`config.mk`:
```
export PLATFORM = sky130hd
export DESIGN_NAME = ula_seq_flat
export DESIGN_NICKNAME = d
export VERILOG_FILES = /design/src/rtl/ula_seq_if.sv /design/src/rtl/ula_seq.sv /design/src/flat_wrapper.sv
export SDC_FILE = /design/constraint.sdc
export NUM_CORES = 1
export LEC_CHECK = 0
export CAP_MARGIN = 0
export CORE_AREA = 2 2 79 81
export DETAILED_ROUTE_END_ITERATION = 6
export DIE_AREA = 0 0 81 83
export GPL_TIMING_DRIVEN = 0
export HOLD_SLACK_MARGIN = 0.08
export PLACE_DENSITY = 0.69
export SLEW_MARGIN = 10
export SYNTH_ARGS = -nofsm -noshare
export SYNTH_HDL_FRONTEND = slang
export SYNTH_SLANG_ARGS = --single-unit
export TNS_END_PERCENT = 1
```
`constraint.sdc`:
```
create_clock -name clock -period 2.64 [get_ports clock]
set_input_delay 0.792 -clock clock [delete_from_list [all_inputs] [get_ports clock]]
set_output_delay 0.792 -clock clock [all_outputs]
set_load 0.005 [all_outputs]
```
`src/rtl/ula_seq_if.sv`:
```
// Handshake and operand bus of the sequential ALU ula_seq.
// The master drives the request; the slave (the ALU) answers with status and result.
interface ula_seq_if #(parameter int WIDTH = 4);
  logic               start;
  logic [WIDTH-1:0]   operando1;
  logic [WIDTH-1:0]   operando2;
  logic [3:0]         opcode;
  logic               busy;
  logic               done;
  logic [2*WIDTH-1:0] result;
  logic               div_zero;

  modport master (output start, operando1, operando2, opcode,
                  input  busy, done, result, div_zero);
  modport slave  (input  start, operando1, operando2, opcode,
                  output busy, done, result, div_zero);
endinterface

```
`src/rtl/ula_seq.sv`:
```
// Sequential ALU: single-cycle logic/add/sub, WIDTH-cycle shift-add multiply.
// Define ULA_SEQ_DIV_EN to build the WIDTH-cycle restoring divider; otherwise DIV yields 0.
module ula_seq #(
  parameter int WIDTH = 4
) (
  input  logic      clock,
  input  logic      reset,
  ula_seq_if.slave  bus
);
  localparam int CW = $clog2(WIDTH + 1);

  typedef enum logic [1:0] {IDLE, CALC, DONE} state_t;

  state_t             state_q, state_d;
  logic [3:0]         op_q;
  logic [WIDTH-1:0]   opb_q;
  logic [2*WIDTH-1:0] mcand_q;
  logic [2*WIDTH-1:0] work_q;
  logic [CW-1:0]      count_q;
  logic               dz_q;
  logic [2*WIDTH-1:0] result_q;
  logic               done_q;
  logic               div_zero_q;

  logic [2*WIDTH-1:0] ext1, ext2, single_res;
  logic               single_dz, go_calc;

  assign bus.busy     = (state_q == CALC);
  assign bus.done     = done_q;
  assign bus.result   = result_q;
  assign bus.div_zero = div_zero_q;

  assign ext1 = {{WIDTH{1'b0}}, bus.operando1};
  assign ext2 = {{WIDTH{1'b0}}, bus.operando2};

  // Result of every operation finished at acceptance, and whether CALC is needed.
  always_comb begin
    single_res = '0;
    single_dz  = 1'b0;
    go_calc    = 1'b0;
    case (bus.opcode)
      4'd0: single_res = ext1 + ext2;
      4'd1: single_res = ext1 - ext2;
      4'd2: go_calc    = 1'b1;
`ifdef ULA_SEQ_DIV_EN
      4'd3: begin
        if (bus.operando2 == '0) begin
          single_res = {bus.operando1, {WIDTH{1'b1}}};
          single_dz  = 1'b1;
        end else begin
          go_calc = 1'b1;
        end
      end
`endif
      4'd4: single_res = ext1 & ext2;
      4'd5: single_res = ext1 | ext2;
      4'd6: single_res = ext1 ^ ext2;
      4'd7: single_res = {{WIDTH{1'b0}}, ~bus.operando1};
      default: single_res = '0;
    endcase
  end

`ifdef ULA_SEQ_DIV_EN
  // One restoring step: work_q holds {partial remainder, dividend/quotient bits}.
  logic [WIDTH:0]     trial, diff;
  logic [2*WIDTH-1:0] div_step;
  always_comb begin
    trial = work_q[2*WIDTH-1:WIDTH-1];
    diff  = trial - {1'b0, opb_q};
    if (trial >= {1'b0, opb_q})
      div_step = {diff[WIDTH-1:0], work_q[WIDTH-2:0], 1'b1};
    else
      div_step = {trial[WIDTH-1:0], work_q[WIDTH-2:0], 1'b0};
  end
`endif

  always_ff @(posedge clock or posedge reset) begin
    if (reset) state_q <= IDLE;
    else       state_q <= state_d;
  end

  always_comb begin
    state_d = state_q;
    case (state_q)
      IDLE:    if (bus.start) state_d = go_calc ? CALC : DONE;
      CALC:    if (count_q == '0) state_d = DONE;
      DONE:    state_d = IDLE;
      default: state_d = IDLE;
    endcase
  end

  always_ff @(posedge clock or posedge reset) begin
    if (reset) begin
      op_q       <= '0;
      opb_q      <= '0;
      mcand_q    <= '0;
      work_q     <= '0;
      count_q    <= '0;
      dz_q       <= 1'b0;
      result_q   <= '0;
      done_q     <= 1'b0;
      div_zero_q <= 1'b0;
    end else begin
      done_q <= 1'b0;
      case (state_q)
        IDLE: begin
          if (bus.start) begin
            op_q       <= bus.opcode;
            opb_q      <= bus.operando2;
            mcand_q    <= ext1;
            count_q    <= CW'(WIDTH - 1);
            dz_q       <= single_dz;
            div_zero_q <= 1'b0;
            // Multiply accumulates from zero; divide starts from the dividend.
            if (go_calc) work_q <= (bus.opcode == 4'd2) ? '0 : ext1;
            else         work_q <= single_res;
          end
        end
        CALC: begin
          count_q <= count_q - CW'(1);
          if (op_q == 4'd2) begin
            if (opb_q[0]) work_q <= work_q + mcand_q;
            mcand_q <= mcand_q << 1;
            opb_q   <= opb_q >> 1;
          end
`ifdef ULA_SEQ_DIV_EN
          else begin
            work_q <= div_step;
          end
`endif
        end
        DONE: begin
          result_q   <= work_q;
          done_q     <= 1'b1;
          div_zero_q <= dz_q;
        end
        default: ;
      endcase
    end
  end
endmodule

```
`src/flat_wrapper.sv`:
```
// flat-port wrapper written by rule: the top's interface ports become plain ports
module ula_seq_flat 
#(
  parameter int WIDTH = 4
)
  (clock, reset, bus_start, bus_operando1, bus_operando2, bus_opcode, bus_busy, bus_done, bus_result, bus_div_zero);
  ula_seq_if #(.WIDTH(WIDTH)) bus_i ();
  input  logic clock;
  input  logic reset;
  input wire logic [$bits(bus_i.start)-1:0] bus_start;
  input wire logic [$bits(bus_i.operando1)-1:0] bus_operando1;
  input wire logic [$bits(bus_i.operando2)-1:0] bus_operando2;
  input wire logic [$bits(bus_i.opcode)-1:0] bus_opcode;
  output wire logic [$bits(bus_i.busy)-1:0] bus_busy;
  output wire logic [$bits(bus_i.done)-1:0] bus_done;
  output wire logic [$bits(bus_i.result)-1:0] bus_result;
  output wire logic [$bits(bus_i.div_zero)-1:0] bus_div_zero;
  assign bus_i.start = bus_start;
  assign bus_i.operando1 = bus_operando1;
  assign bus_i.operando2 = bus_operando2;
  assign bus_i.opcode = bus_opcode;
  assign bus_busy = bus_i.busy;
  assign bus_done = bus_i.done;
  assign bus_result = bus_i.result;
  assign bus_div_zero = bus_i.div_zero;
  ula_seq #(.WIDTH(WIDTH)) u_core (.clock(clock), .reset(reset), .bus(bus_i));
endmodule
```
==> results of run 1 <==
[power by group]
group | switching, mW | internal (mW)
Clock | 0.212 | 0.210
Sequential | 0.0555 | 0.671
Combinational | 0.227 | 0.255
[registers in the layout, summed over array words and instances, names as in the netlist]
signal and cells:
u_core.count_q 3, u_core.opb_q 4, u_core.bus.result 8, u_core.state_q 2
u_core.bus.done 1, u_core.mcand_q 8, u_core.work_q 8, u_core.op_q 4
[critical path, delay by kind of cell, from the launching register on]
kind	cells	cell delay (ns)
buffers and inverters	3	0.83
DFF	1	0.41
and+or+nand+nor	1	0.26
[worst max-delay path by stage]
stage,cells past startpoint,endpoint
floorplan,8,u_core.work_q[2]
detailed placement,9,u_core.work_q[2]
global route,4,bus_busy
finish,4,bus_busy
global placement,9,u_core.work_q[2]
CTS,8,u_core.work_q[2]
[logic make-up after synthesis]
| logic type | after synthesis |
|---|---|
| multiplexers | 20 |
| flip-flops | 38 |
| buffers and inverters | 38 |
| other | 1 |
| AND/OR/NAND/NOR | 71 |
| AO/OA/AOI/OAI | 74 |
| adder cells (fa/ha/maj) | 24 |
| XOR/XNOR | 2 |
[layer usage]
metal / track usage (%) / vias to the layer above
li1: - / 997
met1: 22.7 / 951
met2: 30.1 / 60
met3: 3.59 / 9
met4: 4.62 / 0
met5: 0 / -
[stage by stage]
step | TNS (ns) | setup slack (ns) | hold WS (ns)
after floorplan | 0 | 0.202 | 0.449
after global placement | -1.42 | -0.436 | 0.467
after detailed placement | -1.54 | -0.464 | 0.468
after CTS | 0 | 0.00408 | 0.484
after global routing | 0 | 0.00784 | 0.523
final | 0 | 0.0699 | 0.484
[cell usage in the layout, fill, tap and decap left out, types with 5 or more instances in the layout]
master / Yosys / final
dfrtp_1: 38 / 38
nand2_1: 24 / 24
a21oi_1: 23 / 23
nor2_1: 23 / 23
inv_1: 24 / 22
o21ai_0: 20 / 20
ha_1: 21 / 19
clkdlybuf4s50_1: 0 / 18
mux2_2: 13 / 13
a31oi_1: 8 / 8
clkbuf_8: 0 / 7
clkbuf_1: 7 / 6
nor2b_1: 5 / 5
o21a_1: 5 / 5
[area by class of cell]
type / count / area, sq um / share of cell area [%]
flip-flops and latches: 38 / 951 / 31.8
multi-input cells: 192 / 1440 / 48.2
well taps: 75 / 93.8 / 3.13
plain buffers: 13 / 83.8 / 2.80
clock buffers: 6 / 82.6 / 2.76
repair buffers: 23 / 230 / 7.69
clock inverters: 2 / 12.5 / 0.418
inverters: 25 / 96.3 / 3.22
[repair_timing]
action                     in CTS  in global routing
buffers inserted                0                  1
setup endpoints to repair       3                  3
resized for setup              12                  4
pin swaps                       2                  1
==> flow_metrics.py, run 1 <==
metrics = {
    "outcome": {
        "status": "finished clean",
    },
    "synthesis": {
        "yosys.area.top_type_share_pct": 37.5,
        "yosysMostFrequentCell": "dfrtp_1",
        "synth.area.top_cells": "dfrtp_1 38%, ha_1 10%, mux2_2 5.8%",
        "yosys_most_used_dff": "dfrtp_1",
        "synth-compound-area-share_pct": 17.7,
        "synth_area_leader_cell": "dfrtp_1",
        "yosysWarnings": 0,
        "muxShareOfSynthArea_pct": 10.8,
        "synth_top_family_by_area": "compound AO/OA/AOI/OAI gates",
        "synth_adder_area_share_pct": 12.7,
        "synth_cells": 268,
        "ys_seq_area_share_pct": 37.5,
        "synthArstFlopShare_pct": 100,
        "synth-seq-cells": 38,
        "syn_avg_cell_area_sq_um": 9.45,
        "ys_types": 47,
        "yosys.area_share.simple_pct": 13.7,
        "synth_edf_count": 0,
        "syn_nets": 307,
        "synth_common_cells": "38 x dfrtp_1, 24 x inv_1, 24 x nand2_1",
        "netlist_area_sq_mm": 0.00253,
        "synth_xor_area_share_pct": 0.691,
    },
    "routing": {
        "dr.pass1.iters": 4,
        "drtAntennaViolNets": 0,
        "remaining_drc_errors": 0,
        "drt-total-wl_mm": 5.57,
        "vias": 2017,
        "wl_met3_um": 312,
        "first_iter_violations": 94,
        "wl_met1_mm": 2.55,
        "met2_length_mm": 2.67,
        "top_layer_used": "met4",
        "vias_per_cell": 5.39,
        "wl_per_cell_um": 14.9,
    },
    "sta": {
        "tightest_slew_ns": 0.794,
        "period_minus_slack_ns": 2.57,
        "hold_viol": 0,
        "finClkSkew_ns": 0.00689,
        "slew_headroom_pct": 47.0,
        "clock.fmax_mhz": 389,
        "finalSetupViolCount": 0,
        "period_share_pct": 97.4,
        "grt_setup_unrepaired": "false",
        "maxSlewViolCount": 0,
    },
    "setup_path": {
        "max_stage_delay_ns": 0.51,
        "crit_slowest_cell": "clkdlybuf4s50_1",
        "path_max_fanout": 10,
        "critPathCaptureType": "output pin",
        "cp_data_required_time_ns": 1.85,
        "worst_setup_path_start_kind": "flop",
        "crit_start": "u_core.state_q[1]",
        "reg2reg_slack_ns": 0.46,
        "cp.arrival_ns": 1.78,
        "path_cells": "nand2b_2 > inv_4 > clkbuf_8 > clkdlybuf4s50_1",
        "r2r_start": "u_core.work_q[1]",
        "reg2regPathDepth": 6,
        "r2r-end": "u_core.work_q[7]",
        "path_class": "flop to output pin",
    },
    "layout": {
        "final_util_pct": 51.5,
        "drive_above_1_share_pct": 13.7,
        "design_area_sq_mm": 0.00299,
        "stdcell_count": 374,
        "nNetsFinal": 337,
        "n_antenna_cell": 0,
        "area.growth.synth_to_final_pct": 18.2,
        "fill_cells": 561,
    },
    "grt": {
        "grt_use_total_pct": 17.7,
        "first_global_vias": 2059,
        "grt_pass1_wl_mm": 9.43,
        "gr-total-overflow": 0,
        "grt_start_max_net_pins": 39,
        "antenna_found_initial": 0,
    },
    "floorplan": {
        "core_area_sq_mm": 0.00582,
        "die_area_sq_mm": 0.00672,
        "dieWidth_um": 81,
        "io_pins": 26,
        "fp-row-count": 28,
        "die_h_um": 83,
        "start_util_pct": 43.6,
    },
    "place": {
        "gp_congestion": 0.800,
        "placed_area_sq_mm": 0.00285,
        "port_buffers": 22,
        "dp.cells": 365,
        "dp_hpwl_mm": 4.17,
    },
    "run": {
        "drv_cap": 0,
    },
    "pwr": {
        "power_density_mw_per_mm2": 545,
        "p_leak_nw": 1.36,
        "ir_worst_vdd_mv": 0.341,
        "p_total_mw": 1.63,
    },
    "clock_network": {
        "cts.sinks": 38,
        "cts_tree": "built",
        "clk_latency_ns": 0.29,
        "clkTransAtPathRegs_ns": 0.07,
        "clk_path_buf_depth": 2,
        "hold_buffers": 0,
        "ctsRootBufferMaster": "clkbuf_8",
        "cts_buffers": 5,
        "htreeDepth": 2,
    },
    "hold_path": {
        "hold_path.class": "flop to flop",
        "min_path_cells": 2,
        "min_to": "u_core.opb_q[3]",
        "min_from": "u_core.opb_q[3]",
    },
}
(Power assumes the default switching activity.)
==> run 2: changes to the inputs <==
--- a/config.mk
+++ b/config.mk
@@ -6,12 +6,12 @@
 export NUM_CORES = 1
 export LEC_CHECK = 0
 export CAP_MARGIN = 0
-export CORE_AREA = 2 2 79 81
+export CORE_AREA = 2 2 104 106
 export DETAILED_ROUTE_END_ITERATION = 6
-export DIE_AREA = 0 0 81 83
+export DIE_AREA = 0 0 106 108
 export GPL_TIMING_DRIVEN = 0
 export HOLD_SLACK_MARGIN = 0.08
-export PLACE_DENSITY = 0.69
+export PLACE_DENSITY = 0.46
 export SLEW_MARGIN = 10
 export SYNTH_ARGS = -nofsm -noshare
 export SYNTH_HDL_FRONTEND = slang
==> run 2 against run 1 <==
  * Combinational power hardly changed
  * Critical path depth is 4 higher
  * Critical path type is now primary input to flop
  * Utilization is 21 points lower
  * Total power is 4.0% higher
  * Global-route usage is 6.4 points lower
  * Hold slack better by 0.0082 ns
==> flow_metrics.py, run 2 (same netlist as run 1, synthesis figures left out) <==
metrics = {
    "layout": {
        "final_cell_mix": "38 x dfrtp_1, 24 x nand2_1, 23 x a21oi_1, 23 x nor2_1, 22 x inv_1",
        "layout_commonest_cell": "dfrtp_1",
        "drive_above_1_share_pct": 13.0,
        "fill_cells": 1056,
        "area.growth.synth_to_final_pct": 21.7,
        "nNetsFinal": 338,
        "n_antenna_cell": 0,
        "design_area_sq_mm": 0.00308,
    },
    "grt": {
        "grt_pass1_wl_mm": 10.2,
        "top_usage_layer": "met2",
        "first_global_vias": 2007,
        "use_met2_pct": 18.1,
        "grt_start_max_net_pins": 27,
        "use_met3_pct": 2.47,
        "antenna_found_initial": 0,
        "grt_use_total_pct": 11.3,
        "gr-total-overflow": 0,
        "grtUsageMet1_pct": 15.8,
    },
    "setup_path": {
        "path_cells": "dlygate4sd2_1 > ha_2 > fa_1 > nor2_1 > a2111oi_2 > a21oi_1 > or3_1 > a21oi_1",
        "max_stage_delay_ns": 0.47,
        "path_max_fanout": 2,
        "worst_setup_path_start_kind": "primary input",
        "path_delay_family": "adder cells",
        "crit_top_cell": "a21oi_1",
        "cp_num_buf_inv": 1,
        "cp.arrival_ns": 2.80,
        "cp_data_required_time_ns": 2.85,
        "crit_slowest_cell": "fa_1",
        "critPathCaptureType": "flop",
        "path_class": "primary input to flop",
    },
    "place": {
        "port_buffers": 22,
        "post-place-ws_ns": -0.522,
        "gp_congestion": 0.834,
        "placed_area_sq_mm": 0.00294,
        "dp_hpwl_mm": 4.63,
    },
    "pwr": {
        "p_leak_nw": 1.37,
        "power_density_mw_per_mm2": 550,
        "ir_worst_vdd_mv": 0.241,
        "p_total_mw": 1.70,
    },
    "sta": {
        "hold_viol": 0,
        "maxSlewViolCount": 0,
        "slew_headroom_pct": 60.4,
        "tns_ns": 0,
        "finClkSkew_ns": 0.00677,
        "worst_hold_slack_ns": 0.492,
        "clock.fmax_mhz": 386,
        "period_share_pct": 98.1,
        "grt_setup_unrepaired": "true",
        "timing.final.ws_setup_ns": 0.0505,
        "finalSetupViolCount": 0,
        "period_minus_slack_ns": 2.59,
        "tightest_slew_ns": 0.594,
    },
    "clock_network": {
        "clkTransAtPathRegs_ns": 0.07,
        "clk_path_buf_depth": 2,
        "cts_tree": "built",
        "clk_latency_ns": 0.29,
        "hold_buffers": 0,
        "htreeDepth": 2,
        "cts_buffers": 5,
        "ctsRootBufferMaster": "clkbuf_8",
        "cts.sinks": 38,
    },
    "floorplan": {
        "fp-row-count": 37,
        "die_h_um": 108,
        "io_pins": 26,
        "start_util_pct": 24.8,
        "die_area_sq_mm": 0.0114,
        "dieWidth_um": 106,
        "core_area_sq_mm": 0.0102,
    },
    "routing": {
        "wl_per_cell_um": 13.8,
        "vias_per_cell": 4.56,
        "dr.pass1.iters": 4,
        "remaining_drc_errors": 0,
        "first_iter_violations": 85,
        "vias": 1986,
        "drtAntennaViolNets": 0,
        "drt-total-wl_mm": 6.01,
    },
    "run": {
        "drv_cap": 0,
    },
    "hold_path": {
        "hold_path.class": "flop to flop",
    },
    "outcome": {
        "status": "finished clean",
    },
}
[run 2: worst register-to-register path, cell delays in order (launching register included)]
cell and delay [ns]:
dfrtp_1 0.41, ha_1 0.30, a211o_1 0.32, a31oi_1 0.29
a21oi_1 0.16, or4_1 0.49, o211ai_1 0.10
[run 2: layout make-up]
cell class	count	area (sq um)	share of cell area [%]
plain buffers	13	83.8	2.72
clock inverters	1	30.0	0.974
well taps	136	170	5.52
repair buffers	24	243	7.87
inverters	25	96.3	3.12
clock buffers	7	76.3	2.47
flip-flops and latches	38	951	30.8
multi-input cells	192	1430	46.5
[run 2: where the power goes]
| part | total [mW] | internal (mW) | switching, mW |
|---|---|---|---|
| clock network | 0.489 | 0.283 | 0.206 |
| logic | 0.481 | 0.255 | 0.226 |
| registers | 0.726 | 0.671 | 0.0554 |
| total | 1.70 | 1.21 | 0.487 |
[run 2: metal layers]
metal,wire (um),vias up
met4,55,0
met3,192,4
met2,2750,31
met1,3020,956
li1,-,995
met5,0,-
[run 2: path summary, 6_finish.rpt]
kind,to,slack [ns],startpoint,depth (start not counted)
min reg2reg,u_core.opb_q[3],0.49,u_core.opb_q[3],2
max,u_core.work_q[1],0.05,bus_operando1[0],8
max reg2reg,u_core.work_q[7],0.48,u_core.work_q[1],6
max in group asynchronous,u_core.work_q[2],1.43,reset,3
min,u_core.opb_q[3],0.49,u_core.opb_q[3],2
min in group asynchronous,u_core.op_q[0],0.77,reset,2
[run 2: repair_timing]
item / in CTS / in global routing
pin swaps: 5 / 0
setup endpoints to repair: 3 / 2
buffers inserted: 1 / 0
gates resized for setup: 13 / 2
[run 2: per-stage QoR]
| stage | std cells | utilization, % |
|---|---|---|
| after global routing | 436 | 30.1 |
| after global placement | 426 | 28.6 |
| after detailed placement | 427 | 28.8 |
| final | 436 | 30.1 |
| after floorplan | 268 | - |
| after CTS | 436 | 30.1 |
==> run 3: changes to the inputs <==
--- a/config.mk
+++ b/config.mk
@@ -5,7 +5,7 @@
 export SDC_FILE = /design/constraint.sdc
 export NUM_CORES = 1
 export LEC_CHECK = 0
-export CAP_MARGIN = 0
+export CAP_MARGIN = 20
 export CORE_AREA = 2 2 104 106
 export DETAILED_ROUTE_END_ITERATION = 6
 export DIE_AREA = 0 0 106 108
==> results of run 3 <==
Final layout, timing and power as in run 2 (identical DEF).
